[src/rtl/mdio_phy_responder.sv]
// PHY-side MDIO management responder: decodes preamble-less clause-22 frames
// sampled from an oversampled MDC, writes to / reads from a local register file.
module mdio_phy_responder #(
    parameter logic [4:0] PHY_ADDR    = 5'd0,
    parameter int         TIMEOUT_CYC = 64
) (
    input  logic        clk,
    input  logic        reset,
    input  logic        mdc,
    input  logic        mdio_in,
    output logic        mdio_out,
    output logic        mdio_oe,
    output logic [4:0]  reg_addr,
    output logic [15:0] reg_wr_data,
    output logic        reg_wr_stb,
    output logic        reg_rd_stb,
    input  logic [15:0] reg_rd_data,
    output logic        busy,
    output logic        frame_err
);

    // state   | meaning
    // IDLE    | hunting for ST=01 in a 2-bit window
    // HDR     | collecting OP, PHYAD, REGAD (12 bits)
    // WR_TA   | write turnaround, 2 bits ignored
    // WR_DATA | shifting in 16 write-data bits
    // RD_TA   | read turnaround, drive 0 during second bit
    // RD_DATA | driving 16 read-data bits MSB first
    // SKIP    | frame not for us, consume remaining 18 bits
    localparam logic [2:0] IDLE    = 3'd0;
    localparam logic [2:0] HDR     = 3'd1;
    localparam logic [2:0] WR_TA   = 3'd2;
    localparam logic [2:0] WR_DATA = 3'd3;
    localparam logic [2:0] RD_TA   = 3'd4;
    localparam logic [2:0] RD_DATA = 3'd5;
    localparam logic [2:0] SKIP    = 3'd6;

    localparam int TW = $clog2(TIMEOUT_CYC + 1);

    logic          mdc_s1, mdc_s2, mdc_prev;
    logic          mdio_s1, mdio_s2;
    logic [2:0]    state;
    logic [4:0]    bit_cnt;
    logic [1:0]    window;
    logic [15:0]   sh;
    logic [15:0]   rd_sh;
    logic          rd_cap;
    logic [TW-1:0] tmo_cnt;

    logic          mdc_rise, mdc_fall, tmo_hit;
    logic [11:0]   hdr_word;
    logic [1:0]    op;
    logic [4:0]    phyad, regad;

    assign mdc_rise = mdc_s2 & ~mdc_prev;
    assign mdc_fall = ~mdc_s2 & mdc_prev;
    assign hdr_word = {sh[10:0], mdio_s2};
    assign op       = hdr_word[11:10];
    assign phyad    = hdr_word[9:5];
    assign regad    = hdr_word[4:0];
    assign busy     = (state != IDLE);
    assign tmo_hit  = (state != IDLE) && !mdc_rise && (tmo_cnt == TW'(TIMEOUT_CYC - 1));

    always_ff @(posedge clk or negedge reset) begin
        if (!reset) begin
            mdc_s1      <= 1'b0;
            mdc_s2      <= 1'b0;
            mdc_prev    <= 1'b0;
            mdio_s1     <= 1'b0;
            mdio_s2     <= 1'b0;
        end else begin
            mdc_s1      <= mdc;
            mdc_s2      <= mdc_s1;
            mdc_prev    <= mdc_s2;
            mdio_s1     <= mdio_in;
            mdio_s2     <= mdio_s1;
        end
    end

    always_ff @(posedge clk or negedge reset) begin
        if (!reset) begin
            state       <= IDLE;
            bit_cnt     <= 5'd0;
            window      <= 2'b00;
            sh          <= 16'd0;
            rd_sh       <= 16'd0;
            rd_cap      <= 1'b0;
            tmo_cnt     <= '0;
            mdio_out    <= 1'b0;
            mdio_oe     <= 1'b0;
            reg_addr    <= 5'd0;
            reg_wr_data <= 16'd0;
            reg_wr_stb  <= 1'b0;
            reg_rd_stb  <= 1'b0;
            frame_err   <= 1'b0;
        end else begin
            reg_wr_stb <= 1'b0;
            reg_rd_stb <= 1'b0;
            frame_err  <= 1'b0;
            rd_cap     <= reg_rd_stb;
            // register file answers one clk after the request
            if (rd_cap)
                rd_sh <= reg_rd_data;

            if (state == IDLE || mdc_rise)
                tmo_cnt <= '0;
            else
                tmo_cnt <= tmo_cnt + TW'(1);

            if (tmo_hit) begin
                state     <= IDLE;
                bit_cnt   <= 5'd0;
                window    <= 2'b00;
                mdio_oe   <= 1'b0;
                mdio_out  <= 1'b0;
                frame_err <= 1'b1;
            end else begin
                case (state)
                    IDLE: begin
                        if (mdc_rise) begin
                            if ({window[0], mdio_s2} == 2'b01) begin
                                state   <= HDR;
                                bit_cnt <= 5'd0;
                                window  <= 2'b00;
                            end else begin
                                window  <= {window[0], mdio_s2};
                            end
                        end
                    end
                    HDR: begin
                        if (mdc_rise) begin
                            sh <= {sh[14:0], mdio_s2};
                            if (bit_cnt == 5'd11) begin
                                bit_cnt <= 5'd0;
                                if (phyad == PHY_ADDR && op == 2'b01) begin
                                    state    <= WR_TA;
                                    reg_addr <= regad;
                                end else if (phyad == PHY_ADDR && op == 2'b10) begin
                                    state      <= RD_TA;
                                    reg_addr   <= regad;
                                    reg_rd_stb <= 1'b1;
                                end else begin
                                    state     <= SKIP;
                                    bit_cnt   <= 5'd18;
                                    frame_err <= 1'b1;
                                end
                            end else begin
                                bit_cnt <= bit_cnt + 5'd1;
                            end
                        end
                    end
                    WR_TA: begin
                        if (mdc_rise) begin
                            if (bit_cnt == 5'd1) begin
                                state   <= WR_DATA;
                                bit_cnt <= 5'd0;
                            end else begin
                                bit_cnt <= bit_cnt + 5'd1;
                            end
                        end
                    end
                    WR_DATA: begin
                        if (mdc_rise) begin
                            sh <= {sh[14:0], mdio_s2};
                            if (bit_cnt == 5'd15) begin
                                reg_wr_data <= {sh[14:0], mdio_s2};
                                reg_wr_stb  <= 1'b1;
                                state       <= IDLE;
                                bit_cnt     <= 5'd0;
                            end else begin
                                bit_cnt <= bit_cnt + 5'd1;
                            end
                        end
                    end
                    RD_TA: begin
                        if (mdc_fall && bit_cnt == 5'd1) begin
                            mdio_oe  <= 1'b1;
                            mdio_out <= 1'b0;
                        end
                        if (mdc_rise) begin
                            if (bit_cnt == 5'd1) begin
                                state   <= RD_DATA;
                                bit_cnt <= 5'd0;
                            end else begin
                                bit_cnt <= bit_cnt + 5'd1;
                            end
                        end
                    end
                    RD_DATA: begin
                        if (mdc_fall) begin
                            if (bit_cnt == 5'd16) begin
                                mdio_oe  <= 1'b0;
                                mdio_out <= 1'b0;
                                state    <= IDLE;
                                bit_cnt  <= 5'd0;
                            end else begin
                                mdio_out <= rd_sh[15];
                                rd_sh    <= {rd_sh[14:0], 1'b0};
                            end
                        end
                        if (mdc_rise && bit_cnt != 5'd16)
                            bit_cnt <= bit_cnt + 5'd1;
                    end
                    SKIP: begin
                        if (mdc_rise) begin
                            if (bit_cnt == 5'd1) begin
                                state   <= IDLE;
                                bit_cnt <= 5'd0;
                            end else begin
                                bit_cnt <= bit_cnt - 5'd1;
                            end
                        end
                    end
                    default: begin
                        state   <= IDLE;
                        bit_cnt <= 5'd0;
                        mdio_oe <= 1'b0;
                    end
                endcase
            end
        end
    end

endmodule

[config.mk]
export PLATFORM = sky130hd
export DESIGN_NAME = mdio_phy_responder
export DESIGN_NICKNAME = d
export VERILOG_FILES = /design/src/rtl/mdio_phy_responder.sv
export SDC_FILE = /design/constraint.sdc
export NUM_CORES = 1
export LEC_CHECK = 0
export BUFFER_PORTS_ARGS = -buffer_cell sky130_fd_sc_hd__buf_4
export CAP_MARGIN = 20
export CELL_PAD_IN_SITES_DETAIL_PLACEMENT = 0
export CELL_PAD_IN_SITES_GLOBAL_PLACEMENT = 1
export CORE_MARGIN = 4
export CORE_UTILIZATION = 46
export DETAILED_ROUTE_END_ITERATION = 12
export PLACE_DENSITY = 0.84
export SLEW_MARGIN = 20
export SYNTH_ARGS = -nofsm -noshare
export SYNTH_HDL_FRONTEND = slang
export SYNTH_SLANG_ARGS = --single-unit
[constraint.sdc]
create_clock -name clk -period 2.67 [get_ports clk]
set_input_delay 0.1335 -clock clk [delete_from_list [all_inputs] [get_ports clk]]
set_output_delay 0.1335 -clock clk [all_outputs]
set_load 0.02 [all_outputs]
==> Word-level counts from Yosys, hierarchy flattened <==
Index checks and enable logic that the tools add are counted.
{ "op_classes": {"add_sub_neg": 3, "eq_ne": 34, "mux": 73, "bitwise": 5, "n_reduce_logical": 26} }
{ "ops": {"columns": ["cell", "n"], "rows": [
  ["2-to-1 mux 5 bit", 18],
  ["2-to-1 mux 16 bit", 5],
  ["2-to-1 mux 3 bit", 16],
  ["!= test 3 bit (second input constant)", 14],
  ["case mux 5 bit (6 select lines)", 1],
  ["2-to-1 mux 1 bit", 28],
  ["case mux 3 bit (7 select lines)", 1],
  ["AND reduction 14 bit", 1],
  ["== test 5 x 4 -> 1 bit (second input constant)", 2],
  ["== test 3 bit (second input constant)", 3],
  ["!= test 4 bit (second input constant)", 2],
  ["AND reduction 4 bit", 2],
  ["AND reduction 8 bit", 1],
  ["adder 7 x 1 -> 7 bit (second input constant)", 1],
  ["== test 7 x 6 -> 1 bit (second input constant)", 1],
  ["2-to-1 mux 7 bit", 1],
  ["== test 3 x 2 -> 1 bit (second input constant)", 2],
  ["logical AND 1 bit", 6],
  ["AND reduction 3 bit", 2],
  ["nonzero test 2 bit", 3],
  ["nonzero test 3 bit", 2],
  ["adder 5 x 1 -> 5 bit (second input constant)", 1],
  ["== test 5 x 1 -> 1 bit (second input constant)", 1],
  ["== test 5 bit (second input constant)", 1],
  ["21 further kinds", 26]
]} }
{ "word_totals": {"reg_bits": 79, "output_inout_bits": 27, "word_cells": 160} }

==> Longest topological paths before layout <==
{ "logic_depth": {"ltp_word": 8, "ltp_mapped": 8, "mapped_depth_nobuf": 8} }

==> Worst setup path after synthesis <==
Ideal clock, no wire load.
{ "synth_path": {"path_kind": "reg2reg", "startpoint": "register bit_cnt[1]", "endpoint": "register bit_cnt[4]", "arrival_ps": 1915, "required_time_ps": 2549, "slack_ps": 634, "path_stages_with_launch": 8, "synth_period_minus_slack_ps": 2036, "cell_sequence": "dfrtp_1 -> inv_1 -> ha_1 -> or4b_4 -> a22oi_4 -> a31oi_1 -> a2111o_1 -> a22o_1"} }
{ "synth_between": {"elab_chain_cells": 5, "word_cells_on_any_way": 22, "cone_classes": "2 x add/sub; 7 x eq/ne; 11 x mux; 2 x reduce/logical"} }
{ "synth_lines": {"columns": ["item", "line_no", "source"], "rows": [
  ["start: declaration", "43", "logic [4:0] bit_cnt;"],
  ["start signal: assignment", "148", "bit_cnt <= bit_cnt + 5'd1;"],
  ["start signal: assignment", "158", "bit_cnt <= bit_cnt + 5'd1;"],
  ["start signal: assignment", "171", "bit_cnt <= bit_cnt + 5'd1;"],
  ["subtractor 5 x 1 -> 5 bit, or another cell as far along", "210", "bit_cnt <= bit_cnt - 5'd1;"],
  ["2-to-1 mux 5 bit, or another cell as far along", "206", "if (bit_cnt == 5'd1) begin"],
  ["2-to-1 mux 5 bit (on tied branches)", null, null],
  ["case mux 5 bit (6 select lines)", "118", "case (state)"],
  ["2-to-1 mux 5 bit", "110", "if (tmo_hit) begin"]
]} }
Several ways; a longest one is shown, not always the timed one. The select of a mux whose other input is x is not followed.
A chain may end at the register's enable or synchronous reset.

==> Final worst setup path <==
{ "layout_path": {"startpoint": "register bit_cnt[0]", "endpoint": "register bit_cnt[0]"} }
Same word-level chain as after synthesis.

==> results.md <==
- HPWL after detailed placement: 5.40 mm
- Post-Route Setup TNS: 0 ns
- Seq/Total Area, Yosys: 51.1%
- Post-CTS Setup Bufs: 0
- Die H: 99.8 microns
- CTS Buffer Depth: 2
- CP Data Required Time: 2.91 ns
- Ant. Diodes: 0
- GRT overflow: 0
- Most common cell in the netlist: dfrtp_1
- First-pass GRT wire length: approximately 13 mm
- Clk_lat worst skew: approximately 0.35 ns
- Rows: 33
- Fin. max-slew vios: 0
- Syn avg cell area: about 11 sq um
- CTS buffer count: 9
- DR vias: 2,732
- Final cycle utilization of the critical path: 84.6%
- Die area: approximately 10000 sq um
- Post-Synthesis Cells: 337
- Clock H-tree levels: 3
- Port Buffer Count: 46
- Most frequent cells after synthesis: dfrtp_1, mux2_2, o21ai_0
- Total global-route track usage: 16.7%
- Antenna viol nets, final: 0
- Routed WL: about 8 mm
- Worst-path clk slew: 0.09 ns
- Largest net degree at the start of global routing: 80
- CTS tree: done
- Area leader, netlist: dfrtp_1
- Root Driver: clkbuf_8
- Share of layout cells above drive strength 1: 30.8%
- Synth cell types: 63
- Async set-or-reset flop fraction in the synthesized netlist: between 90% and 100%
- Iteration-0 DRC count of the detailed router: 161
- Status: finished clean
- # placed instances: about 480
- Hold Vio Cnt, Final: 0
- Vias in the first global route: around 2,600
- Nets: 411
- Placed inst area: 4280 sq um
- GP Congestion: 0.906
- Synthesis warning total: 0
- Crit start category: flip-flop
- Worst setup EP type: flip-flop
- Cts repair resizes: 0
- Vias per inst: 5.53
- Least-Margin Pin Slew: roughly 1 ns
- Post-Place Worst Slack: about 0.48 ns
- Top_reg_cell synth: dfrtp_1
- Skew final: 0.0116 ns
- RSZ-0062 raised after global routing: false
- Post-route cell area: 4490 sq um
- DIE WIDTH: 99.8 microns
- Area growth from synthesis to layout: 15.9%
- Starting Density: 47.1%
- Power, Total: roughly 3.7 mW
- CORE AREA: 8220 sq um
- Max IR drop VDD: about 360 uV
- Final Util: 54.6%
- Synthesized flop and latch total: 79
- Setup ws final: 0.412 ns
- Critical path arrival: 2.50 ns
- FMAX: approximately 440 MHz
- Top cell type's share of synthesized area: 51.1%
- Slew headroom: 34.5%
- Final min period: 2.26 ns
- P per Cell Area: 833 nW/um^2
- Cell Area, Synth: approximately 3900 sq um
- Final setup vio count: 0
- Post-Syn Nets: 364
- Pleak: roughly 2.0 nW
- Drt wl/cell: 15.7 microns
- Drc violations: 0
- Worst Path Class, Setup: reg -> reg
- Main area contributors after synthesis: dfrtp_1, mux2_2, mux2i_1
- Crit-path max FO: 7
- First-pass iteration count of the detailed router: 4
- Worst hold path type: in -> reg
- Io pins: 47
- Hold buffers post-CTS: 3
- Sink Count: 79
- Number of flops mapped to enable cells by yosys: 0
- MaxCap Viol Count: 0
- Min Hold Slack: 0.0510 ns
- Initial antenna violation count: 0
- Final std cells w/o fill: 494
## metal layers
metal / share of wire (%) / vias up / global-route usage (%)
met4: 1.5 / 0 / 6.09
met3: 4.7 / 11 / 3.72
met1: 46 / 1350 / 22.6
met2: 47 / 54 / 26.3
met5: 0 / - / 0
li1: - / 1317 / -
## where the power goes
group,total (mW),switching [mW],internal [mW]
combinational,1.24,0.675,0.567
clock,0.826,0.475,0.351
sequential,1.67,0.242,1.43
## path summary, 6_finish.rpt
kind | from | to | slack [ns] | cells past startpoint
min reg2reg | mdio_s1 | mdio_s2 | 0.37 | 0
max in group asynchronous | reset | sh[10] | 1.55 | 2
min in group asynchronous | reset | rd_sh[9] | 0.45 | 2
max reg2reg | bit_cnt[0] | bit_cnt[0] | 0.41 | 7
min | reg_rd_data[0] | rd_sh[0] | 0.05 | 3
max | bit_cnt[0] | bit_cnt[0] | 0.41 | 7
## cell usage in the layout (no fill, tap or decap), types with 2 or more instances in the layout
| master | count |
|---|---|
| and3_1 | 3 |
| nand3_1 | 5 |
| clkinvlp_4 | 2 |
| nand2_1 | 24 |
| or2_2 | 3 |
| a21oi_1 | 9 |
| inv_1 | 9 |
| clkinv_4 | 2 |
| o21ai_0 | 26 |
| a221o_1 | 2 |
| nand3b_1 | 5 |
| a21o_1 | 2 |
| dlygate4sd3_1 | 3 |
| xnor2_1 | 3 |
| dfrtp_1 | 79 |
| a22o_1 | 5 |
| nor4_1 | 2 |
| xor2_1 | 3 |
| ha_1 | 7 |
| nor4b_1 | 2 |
| and2_1 | 2 |
| o22ai_1 | 3 |
| mux2_2 | 36 |
| nand2b_1 | 5 |
| clkbuf_8 | 9 |
| a311o_1 | 2 |
| a22oi_1 | 2 |
| or3_1 | 2 |
| buf_4 | 52 |
| nor2_1 | 19 |
| nor3b_1 | 2 |
| nor3_1 | 7 |
| nand4bb_1 | 2 |
| mux2i_1 | 16 |
| nand4_1 | 3 |
## worst max-delay path, stage by stage, from the launching register on
cell,delay (ns)
dfrtp_1,0.49
ha_1,0.26
and3_2,0.21
ha_1,0.22
o22ai_1,0.12
a211oi_2,0.51
a21oi_1,0.13
a22o_1,0.22
## sequential cells by signal, indices dropped and copies added, names as in the netlist
| signal | count |
|---|---|
| mdc_s1 | 1 |
| mdio_s2 | 1 |
| window | 1 |
| reg_wr_stb | 1 |
| tmo_cnt | 7 |
| state | 3 |
| reg_addr | 5 |
| reg_rd_stb | 1 |
| mdc_prev | 1 |
| bit_cnt | 5 |
| mdc_s2 | 1 |
| rd_sh | 16 |
| mdio_out | 1 |
| rd_cap | 1 |
| mdio_s1 | 1 |
| frame_err | 1 |
| reg_wr_data | 16 |
| sh | 15 |
| mdio_oe | 1 |
## cell families after synthesis
| kind of cell | count (synthesis) | synth area share, % |
|---|---|---|
| AOI/OAI and AO/OA | 67 | 12.2 |
| buffers and inverters | 28 | 4.04 |
| DFF | 79 | 51.1 |
| xor gates and xnor gates | 6 | 1.36 |
| muxes | 52 | 14.6 |
| adders and majority gates | 7 | 2.26 |
| and+or+nand+nor | 98 | 14.5 |
## final cells by class
type,count,area (sq um)
multi-input combinational,230,1750
timing repair buffer,55,420
clock inverter,6,52.6
clock buffer,10,128
sequential,79,1980
tap,105,131
fill,698,3730
inverter,9,33.8
(Power assumes the default switching activity.)
